File: src/rtl/alu_pkg.sv
// Shared op/size encodings and EFLAGS bit positions for the pipelined ALU.
package alu_pkg;

  typedef enum logic [3:0] {
    OP_ADD  = 4'd0,
    OP_OR   = 4'd1,
    OP_NOT  = 4'd2,
    OP_DAA  = 4'd3,
    OP_AND  = 4'd4,
    OP_CLD  = 4'd5,
    OP_SUB  = 4'd6,
    OP_STD  = 4'd7,
    OP_ADC  = 4'd8,
    OP_SBB  = 4'd9,
    OP_XOR  = 4'd10,
    OP_CMP  = 4'd11,
    OP_INC  = 4'd12,
    OP_DEC  = 4'd13,
    OP_NEG  = 4'd14,
    OP_PASS = 4'd15
  } alu_op_e;

  typedef enum logic [1:0] {
    SZ_8   = 2'd0,
    SZ_16  = 2'd1,
    SZ_32  = 2'd2,
    SZ_RSV = 2'd3
  } size_e;

  localparam int FLAG_CF = 0;
  localparam int FLAG_PF = 2;
  localparam int FLAG_AF = 4;
  localparam int FLAG_ZF = 6;
  localparam int FLAG_SF = 7;
  localparam int FLAG_DF = 10;
  localparam int FLAG_OF = 11;

  localparam logic [31:0] EFLAGS_RESET = 32'h0000_0002;

endpackage

File: src/rtl/alu_pipe_if.sv
// Operation-in / result-out handshake bundle of the ALU; slave is the ALU, master the producer/consumer side.
interface alu_pipe_if
  import alu_pkg::*;
#(
  parameter int DATA_W  = 32,
  parameter int FLAGS_W = 32
);

  logic               in_valid;
  logic               in_ready;
  alu_op_e            op;
  size_e              size;
  logic [DATA_W-1:0]  a;
  logic [DATA_W-1:0]  b;
  logic [FLAGS_W-1:0] flags_in;
  logic               out_valid;
  logic               out_ready;
  logic [DATA_W-1:0]  alu_out;
  logic [FLAGS_W-1:0] flags_out;

  modport master (
    output in_valid, op, size, a, b, flags_in, out_ready,
    input  in_ready, out_valid, alu_out, flags_out
  );

  modport slave (
    input  in_valid, op, size, a, b, flags_in, out_ready,
    output in_ready, out_valid, alu_out, flags_out
  );

endinterface

File: src/rtl/alu_core_comb.sv
// Combinational x86 ALU datapath: {op,size,a,b,flags} -> {merged result, updated EFLAGS}.
// No state, zero latency; backpressure is handled entirely by the enclosing pipeline.
module alu_core_comb
  import alu_pkg::*;
#(
  parameter int DATA_W  = 32,
  parameter int FLAGS_W = 32
) (
  input  alu_op_e            op_i,
  input  size_e              size_i,
  input  logic [DATA_W-1:0]  a_i,
  input  logic [DATA_W-1:0]  b_i,
  input  logic [FLAGS_W-1:0] flags_i,
  output logic [DATA_W-1:0]  res_o,
  output logic [FLAGS_W-1:0] flags_o
);

  logic [DATA_W-1:0] mask;
  logic [DATA_W-1:0] x, y, y_eff, r, merged;
  logic [DATA_W:0]   xe, ye, sum;
  logic              is_sub, cin, cin_eff;
  logic              c_out, c_msb, c_af;
  logic              cf, of, af, sf, zf, pf;
  logic [7:0]        al, daa_al;
  logic              daa_lo, daa_hi;
  logic [FLAGS_W-1:0] f_arith, f_logic, f_daa;

  always_comb begin
    case (size_i)
      SZ_8:    mask = DATA_W'(32'h0000_00FF);
      SZ_16:   mask = DATA_W'(32'h0000_FFFF);
      default: mask = DATA_W'(32'hFFFF_FFFF);
    endcase
  end

  always_comb begin
    x      = a_i;
    y      = b_i;
    is_sub = 1'b0;
    cin    = 1'b0;
    case (op_i)
      OP_ADC:         cin = flags_i[FLAG_CF];
      OP_SUB, OP_CMP: is_sub = 1'b1;
      OP_SBB: begin
        is_sub = 1'b1;
        cin    = flags_i[FLAG_CF];
      end
      OP_INC:         y = DATA_W'(1);
      OP_DEC: begin
        is_sub = 1'b1;
        y      = DATA_W'(1);
      end
      OP_NEG: begin
        is_sub = 1'b1;
        x      = '0;
        y      = a_i;
      end
      default: ;
    endcase
  end

  // Subtraction runs as x + ~y + !borrow; carry outputs are inverted back to borrows.
  assign y_eff   = is_sub ? ~y : y;
  assign cin_eff = is_sub ? ~cin : cin;
  assign xe      = {1'b0, x};
  assign ye      = {1'b0, y_eff};
  assign sum     = xe + ye + {{DATA_W{1'b0}}, cin_eff};

  always_comb begin
    case (size_i)
      SZ_8: begin
        c_out = sum[8] ^ xe[8] ^ ye[8];
        c_msb = sum[7] ^ xe[7] ^ ye[7];
        sf    = r[7];
      end
      SZ_16: begin
        c_out = sum[16] ^ xe[16] ^ ye[16];
        c_msb = sum[15] ^ xe[15] ^ ye[15];
        sf    = r[15];
      end
      default: begin
        c_out = sum[32] ^ xe[32] ^ ye[32];
        c_msb = sum[31] ^ xe[31] ^ ye[31];
        sf    = r[31];
      end
    endcase
  end

  assign c_af = sum[4] ^ xe[4] ^ ye[4];
  assign cf   = c_out ^ is_sub;
  assign af   = c_af ^ is_sub;
  assign of   = c_out ^ c_msb;

  always_comb begin
    case (op_i)
      OP_OR:   r = a_i | b_i;
      OP_AND:  r = a_i & b_i;
      OP_XOR:  r = a_i ^ b_i;
      OP_NOT:  r = ~a_i;
      default: r = sum[DATA_W-1:0];
    endcase
  end

  assign merged = (a_i & ~mask) | (r & mask);
  assign zf     = ((r & mask) == '0);
  assign pf     = ~^r[7:0];

  // DAA works on the old AL with the old CF/AF, independent of size.
  assign al     = a_i[7:0];
  assign daa_lo = (al[3:0] > 4'd9) || flags_i[FLAG_AF];
  assign daa_hi = (al > 8'h99) || flags_i[FLAG_CF];
  assign daa_al = al + (daa_lo ? 8'h06 : 8'h00) + (daa_hi ? 8'h60 : 8'h00);

  always_comb begin
    f_arith          = flags_i;
    f_arith[FLAG_CF] = cf;
    f_arith[FLAG_PF] = pf;
    f_arith[FLAG_AF] = af;
    f_arith[FLAG_ZF] = zf;
    f_arith[FLAG_SF] = sf;
    f_arith[FLAG_OF] = of;

    f_logic          = flags_i;
    f_logic[FLAG_CF] = 1'b0;
    f_logic[FLAG_PF] = pf;
    f_logic[FLAG_AF] = 1'b0;
    f_logic[FLAG_ZF] = zf;
    f_logic[FLAG_SF] = sf;
    f_logic[FLAG_OF] = 1'b0;

    f_daa            = flags_i;
    f_daa[FLAG_CF]   = daa_hi;
    f_daa[FLAG_PF]   = ~^daa_al;
    f_daa[FLAG_AF]   = daa_lo;
    f_daa[FLAG_ZF]   = (daa_al == 8'h00);
    f_daa[FLAG_SF]   = daa_al[7];
    f_daa[FLAG_OF]   = 1'b0;
  end

  always_comb begin
    res_o   = merged;
    flags_o = flags_i;
    case (op_i)
      OP_ADD, OP_ADC, OP_SUB, OP_SBB, OP_NEG: flags_o = f_arith;
      OP_CMP: begin
        res_o   = a_i;
        flags_o = f_arith;
      end
      OP_INC, OP_DEC: begin
        flags_o          = f_arith;
        flags_o[FLAG_CF] = flags_i[FLAG_CF];
      end
      OP_OR, OP_AND, OP_XOR: flags_o = f_logic;
      OP_DAA: begin
        res_o   = {a_i[DATA_W-1:8], daa_al};
        flags_o = f_daa;
      end
      OP_CLD: begin
        res_o            = a_i;
        flags_o[FLAG_DF] = 1'b0;
      end
      OP_STD: begin
        res_o            = a_i;
        flags_o[FLAG_DF] = 1'b1;
      end
      OP_PASS: res_o = a_i;
      default: ;
    endcase
  end

endmodule

File: src/rtl/alu_pipe.sv
// Two-stage ALU pipeline: 2 cycles accept->out_valid, 1 op/cycle; out_ready low freezes S2
// and S1 holds when full, dropping in_ready.
module alu_pipe
  import alu_pkg::*;
#(
  parameter int DATA_W  = 32,
  parameter int FLAGS_W = 32
) (
  input logic       CLK,
  input logic       RST,
  alu_pipe_if.slave bus
);

  logic               s1_vld_q, s1_vld_d;
  alu_op_e            s1_op_q, s1_op_d;
  size_e              s1_size_q, s1_size_d;
  logic [DATA_W-1:0]  s1_a_q, s1_a_d;
  logic [DATA_W-1:0]  s1_b_q, s1_b_d;
  logic [FLAGS_W-1:0] s1_flags_q, s1_flags_d;

  logic               s2_vld_q, s2_vld_d;
  logic [DATA_W-1:0]  s2_res_q, s2_res_d;
  logic [FLAGS_W-1:0] s2_flags_q, s2_flags_d;

  logic               adv, accept;
  logic [DATA_W-1:0]  core_res;
  logic [FLAGS_W-1:0] core_flags;

  assign adv          = !s2_vld_q || bus.out_ready;
  assign bus.in_ready = !RST && (!s1_vld_q || adv);
  assign accept       = bus.in_valid && bus.in_ready;

  alu_core_comb #(
    .DATA_W  (DATA_W),
    .FLAGS_W (FLAGS_W)
  ) u_core (
    .op_i    (s1_op_q),
    .size_i  (s1_size_q),
    .a_i     (s1_a_q),
    .b_i     (s1_b_q),
    .flags_i (s1_flags_q),
    .res_o   (core_res),
    .flags_o (core_flags)
  );

  always_comb begin
    s1_op_d    = s1_op_q;
    s1_size_d  = s1_size_q;
    s1_a_d     = s1_a_q;
    s1_b_d     = s1_b_q;
    s1_flags_d = s1_flags_q;
    if (accept) begin
      s1_op_d    = bus.op;
      s1_size_d  = bus.size;
      s1_a_d     = bus.a;
      s1_b_d     = bus.b;
      s1_flags_d = bus.flags_in;
    end
  end

  // S2 drain and S1 refill may happen in the same cycle, so accept overrides the clear.
  always_comb begin
    s1_vld_d   = s1_vld_q;
    s2_vld_d   = s2_vld_q;
    s2_res_d   = s2_res_q;
    s2_flags_d = s2_flags_q;
    if (adv) begin
      s2_vld_d = s1_vld_q;
      s1_vld_d = 1'b0;
      if (s1_vld_q) begin
        s2_res_d   = core_res;
        s2_flags_d = core_flags;
      end
    end
    if (accept) begin
      s1_vld_d = 1'b1;
    end
  end

  always_ff @(posedge CLK) begin
    if (RST) begin
      s1_vld_q   <= 1'b0;
      s2_vld_q   <= 1'b0;
      s2_res_q   <= '0;
      s2_flags_q <= FLAGS_W'(EFLAGS_RESET);
    end else begin
      s1_vld_q   <= s1_vld_d;
      s2_vld_q   <= s2_vld_d;
      s2_res_q   <= s2_res_d;
      s2_flags_q <= s2_flags_d;
    end
  end

  always_ff @(posedge CLK) begin
    s1_op_q    <= s1_op_d;
    s1_size_q  <= s1_size_d;
    s1_a_q     <= s1_a_d;
    s1_b_q     <= s1_b_d;
    s1_flags_q <= s1_flags_d;
  end

  assign bus.out_valid = s2_vld_q;
  assign bus.alu_out   = s2_res_q;
  assign bus.flags_out = s2_flags_q;

endmodule
File: src/flat_wrapper.sv
// flat-port wrapper written by rule: the top's interface ports become plain ports
module alu_pipe_flat import alu_pkg::*;
#(
  parameter int DATA_W  = 32,
  parameter int FLAGS_W = 32
)
  (CLK, RST, bus_in_valid, bus_op, bus_size, bus_a, bus_b, bus_flags_in, bus_out_ready, bus_in_ready, bus_out_valid, bus_alu_out, bus_flags_out);
  alu_pipe_if #(.DATA_W(DATA_W), .FLAGS_W(FLAGS_W)) bus_i ();
  input logic CLK;
  input logic RST;
  input wire logic [$bits(bus_i.in_valid)-1:0] bus_in_valid;
  input wire logic [$bits(bus_i.op)-1:0] bus_op;
  input wire logic [$bits(bus_i.size)-1:0] bus_size;
  input wire logic [$bits(bus_i.a)-1:0] bus_a;
  input wire logic [$bits(bus_i.b)-1:0] bus_b;
  input wire logic [$bits(bus_i.flags_in)-1:0] bus_flags_in;
  input wire logic [$bits(bus_i.out_ready)-1:0] bus_out_ready;
  output wire logic [$bits(bus_i.in_ready)-1:0] bus_in_ready;
  output wire logic [$bits(bus_i.out_valid)-1:0] bus_out_valid;
  output wire logic [$bits(bus_i.alu_out)-1:0] bus_alu_out;
  output wire logic [$bits(bus_i.flags_out)-1:0] bus_flags_out;
  assign bus_i.in_valid = bus_in_valid;
  assign bus_i.op = bus_op;
  assign bus_i.size = bus_size;
  assign bus_i.a = bus_a;
  assign bus_i.b = bus_b;
  assign bus_i.flags_in = bus_flags_in;
  assign bus_i.out_ready = bus_out_ready;
  assign bus_in_ready = bus_i.in_ready;
  assign bus_out_valid = bus_i.out_valid;
  assign bus_alu_out = bus_i.alu_out;
  assign bus_flags_out = bus_i.flags_out;
  alu_pipe #(.DATA_W(DATA_W), .FLAGS_W(FLAGS_W)) u_core (.CLK(CLK), .RST(RST), .bus(bus_i));
endmodule
File: config.mk
export PLATFORM = sky130hd
export DESIGN_NAME = alu_pipe_flat
export DESIGN_NICKNAME = d
export VERILOG_FILES = /design/src/rtl/alu_pkg.sv /design/src/rtl/alu_pipe_if.sv /design/src/rtl/alu_core_comb.sv /design/src/rtl/alu_pipe.sv /design/src/flat_wrapper.sv
export SDC_FILE = /design/constraint.sdc
export NUM_CORES = 1
export LEC_CHECK = 0
export CELL_PAD_IN_SITES_DETAIL_PLACEMENT = 0
export CELL_PAD_IN_SITES_GLOBAL_PLACEMENT = 1
export CORE_MARGIN = 10
export CORE_UTILIZATION = 30
export DETAILED_ROUTE_END_ITERATION = 7
export GPL_TIMING_DRIVEN = 0
export PLACE_DENSITY = 0.62
export SYNTH_ARGS = -nofsm -noshare
export SYNTH_HDL_FRONTEND = slang
export SYNTH_SLANG_ARGS = --single-unit
File: constraint.sdc
create_clock -name CLK -period 5.2 [get_ports CLK]
set_input_delay 0.52 -clock CLK [delete_from_list [all_inputs] [get_ports CLK]]
set_output_delay 0.52 -clock CLK [all_outputs]
set_load 0.01 [all_outputs]
==> metrics.md <==
| Metric | Value |
|---|---|
| Sw frac | 0.330 |
| CTS clk-pin slew, worst paths | approximately 80 ps |
| Via count | 10,500 |
| FFs w/ async S/R, synth | 0 |
| Startpoint Class | flip-flop |
| Fin Hold WS | around 460 ps |
| Area growth syn-to-layout | 28.3% |
| CP max stage delay | approximately 530 ps |
| Post-Synth Adder-Cell Area | 0.123 |
| Relative slew slack | 0.232 |
| Post-synth EDFFs | about 100 |
| Clk buf depth | 2 |
| Crit-path max FO | 10 |
| Worst vdd ir | 218 uV |
| Pin count of the biggest net entering global routing | 60 |
| H-tree levels | 4 |
| Post-DP HPWL | 34,400 um |
| ANT cells | 0 |
| WL/cell | 22.5 um |
| Top_reg_cell synth | edfxtp_1 |
| Gpl congestion | 0.926 |
| Required time worst endpoint | between 5000 and 6000 ps |
| Total grt overflow | 0 |
| Post-synthesis xor/xnor area fraction | 0.0626 |
| Fin crit share | 0.954 |
| Total power | 0.00419 W |
| GRT Overall Usage | 0.188 |
| Worst-skew pair later-pin latency | 460 ps |
| Leakage power | roughly 5.7 nW |
| Die Wd | 215 um |
| Synthesis-stage register bit count | 168 |
| Vias in the first global route | 10,500 |
| Final count of hold timing violations | 0 |
| Initial drt markers | 932 |
| Worst slack at placement | -1470 ps |
| WP buf/inv | 5 |
| Crit-path slowest cell | or4_1 |
| Family with the most delay on the worst path | simple AND/OR/NAND/NOR gates |
| Routed WL | 44,600 um |
| Final ANT Viol Nets | 0 |
| Syn_nets | 1,485 |
| Netlist cell types | 75 |
| First-pass GRT wire length | 66,600 um |
| Post-synthesis mux area share | 0.00716 |
| Number of clock sinks | 168 |
| Area contributors post-synth | edfxtp_1 27%, ha_1 12%, dfxtp_1 12% |
| Top-count cell post-synth | nand2_1 |
| DRC violations left | 0 |
| Syn. warnings | 0 |
| Rows | 71 |
| Clock power frac | 0.336 |
| Pwr dens | 287 mW/mm2 |
| Sequential share of power | 0.367 |
| Total die area | 0.0460 mm2 |
| Post-Synth Simple-Gate Area | 0.139 |
| Initial antenna violation count | 2 |
| Die height | 215 um |
| Core Area | 0.0375 mm2 |
| CP arrival | 5320 ps |
| Cell internal pwr | 0.00280 W |
| Max-slew violation count | 0 |
| Logic pwr share | 0.297 |
| Clock Skews | 23.7 ps |
| Synth Area in Compound Gates | 0.227 |
| Layout cell share with drive strength beyond 1 | 0.0820 |
| Finish-stage setup viols | 0 |
| Crit path capture type | flip-flop |
| Largest family of logic cells by synthesized area | compound AO/OA/AOI/OAI gates |
| PnR worst setup slack | 242 ps |
| Sequential-to-total area share from yosys stat | 0.386 |
| Final nets | approximately 1,700 |
| Post-layout min period | slightly below 5000 ps |
| Share of the synthesized area in the top cell type | 0.270 |
| Via density per instance | between 5 and 6 |
| # IOs | 172 |
| Worst-Margin Slew | around 1100 ps |
| Top cells by count, synth | 151 x nand2_1, 120 x a21oi_1, 110 x nor2_1 |
| Most used cell, CP | clkbuf_4 |
| Largest area contributor in the netlist | edfxtp_1 |
| Post-Synthesis Cells | 1,269 |
| Cts bufs inserted | 17 |
| Drt first pass iters | 7 |
| Mapped Area | 0.0114 mm2 |
| Max-cap viol count | 0 |
| Worst-path cell chain | clkbuf_4 -> clkbuf_4 -> and3_4 -> buf_6 -> nand2b_1 -> fa_2 -> inv_1 -> fa_1 -> a211oi_2 -> o21ai_2 -> buf_4 -> xor2_1 -> o21ai_0 -> ha_1 -> nand4_1 -> or4_1 -> nor4_1 -> o21ai_1 -> o32ai_1 |
| Synth Area per Inst | 8.95 um2 |
| Sw power | 0.00138 W |
| Fmax | ~200 MHz |
| Starting density of the core | 0.303 |
| CTS tree | done |
| CP Class | reg -> reg |
| Root Driver | clkbuf_16 |
| Hold Path Class | reg -> reg |
| I/O Buffers | 170 |
| Status | finished clean |
[timing repair]
item / CTS / global route
hold buffers: 0 / 0
pin swaps: 2 / 3
resized for setup: 34 / 27
setup endpoints to repair: 31 / 3
setup buffers: 1 / 3
[path summary, 6_finish.rpt]
path              slack, ps  depth (start not counted)              startpoint                      end
hold / removal          460                          2  u_core.bus.alu_out[27]   u_core.bus.alu_out[27]
setup / recovery        240                         19       u_core.s1_op_q[3]  u_core.bus.flags_out[6]
hold reg to reg         460                          2  u_core.bus.alu_out[27]   u_core.bus.alu_out[27]
setup reg to reg        240                         19       u_core.s1_op_q[3]  u_core.bus.flags_out[6]
[area by class of cell]
| cell class | count | area, um2 |
|---|---|---|
| timing repair buffer | 175 | 1760 |
| sequential | 168 | 4380 |
| tap | 511 | 639 |
| clock inverter | 14 | 204 |
| fill | 3895 | 22900 |
| inverter | 80 | 300 |
| buffer | 77 | 375 |
| multi-input combinational | 943 | 6470 |
| clock buffer | 18 | 439 |
[layout by cell type (no fill, tap or decap), types with 16 or more instances in the layout]
| cell | instances |
|---|---|
| clkbuf_16 | 17 |
| dfxtp_1 | 66 |
| nor3_1 | 16 |
| ha_1 | 107 |
| a21oi_1 | 120 |
| xor2_1 | 20 |
| nand2_1 | 151 |
| edfxtp_1 | 102 |
| clkbuf_1 | 31 |
| nor2_1 | 110 |
| a22oi_1 | 31 |
| inv_1 | 79 |
| o221ai_1 | 16 |
| a211oi_1 | 16 |
| buf_2 | 20 |
| o21ai_0 | 54 |
| nand3_1 | 18 |
| o22ai_1 | 21 |
| clkdlybuf4s50_1 | 170 |
| xnor2_1 | 55 |
[tightest hold or removal path, cell delays in order (launching register included)]
cell,delay [ps]
dfxtp_1,310
nand2_1,50
a21oi_1,50
[power by group through the flow]
stage | combinational [W] | clock [W] | sequential [W]
floorplan | 0.000739 | 0 | 0.00157
global placement | 0.00119 | 0 | 0.00157
detailed placement | 0.00119 | 0 | 0.00157
CTS | 0.00122 | 0.00144 | 0.00154
global route | 0.00136 | 0.00149 | 0.00155
finish | 0.00124 | 0.00141 | 0.00154
[kinds of logic (layout without fill, tap and decap cells)]
logic type | after synthesis | in the layout
adder cells (fa/ha/maj) | 110 | 110
buffers and inverters | 158 | 364
multiplexers | 8 | 8
flip-flops | 168 | 168
XOR/XNOR | 78 | 78
AND/OR/NAND/NOR | 360 | 360
AO/OA/AOI/OAI | 387 | 387
[registers in the layout, indices dropped and copies added, names as in the netlist]
signal                cells
u_core.s1_flags_q        32
u_core.bus.alu_out       32
u_core.s1_vld_q           1
u_core.s1_size_q          2
u_core.bus.flags_out     32
u_core.bus.out_valid      1
u_core.s1_a_q            32
u_core.s1_op_q            4
u_core.s1_b_q            32
[routing by layer]
metal | part of all wire | wire length, um | vias to the layer above | global-route usage
li1 | - | - | 4999 | -
met1 | 0.45 | 20300 | 5134 | 0.248
met2 | 0.45 | 20200 | 332 | 0.300
met3 | 0.071 | 3170 | 56 | 0.0482
met4 | 0.020 | 914 | 4 | 0.0511
met5 | 0.00049 | 22 | - | 0
[through the flow]
stage / instance area (um2) / utilization / TNS (ps) / std cells
after global routing: 14600 / 0.389 / -9.97 / 1986
after CTS: 14500 / 0.386 / 0 / 1983
after global placement: 13700 / 0.365 / -47110 / 1950
after detailed placement: 13700 / 0.366 / -16300 / 1951
after floorplan: 11400 / - / 0 / 1269
final: 14600 / 0.389 / 0 / 1986
No activity file was read; power rests on OpenSTA's default activity.
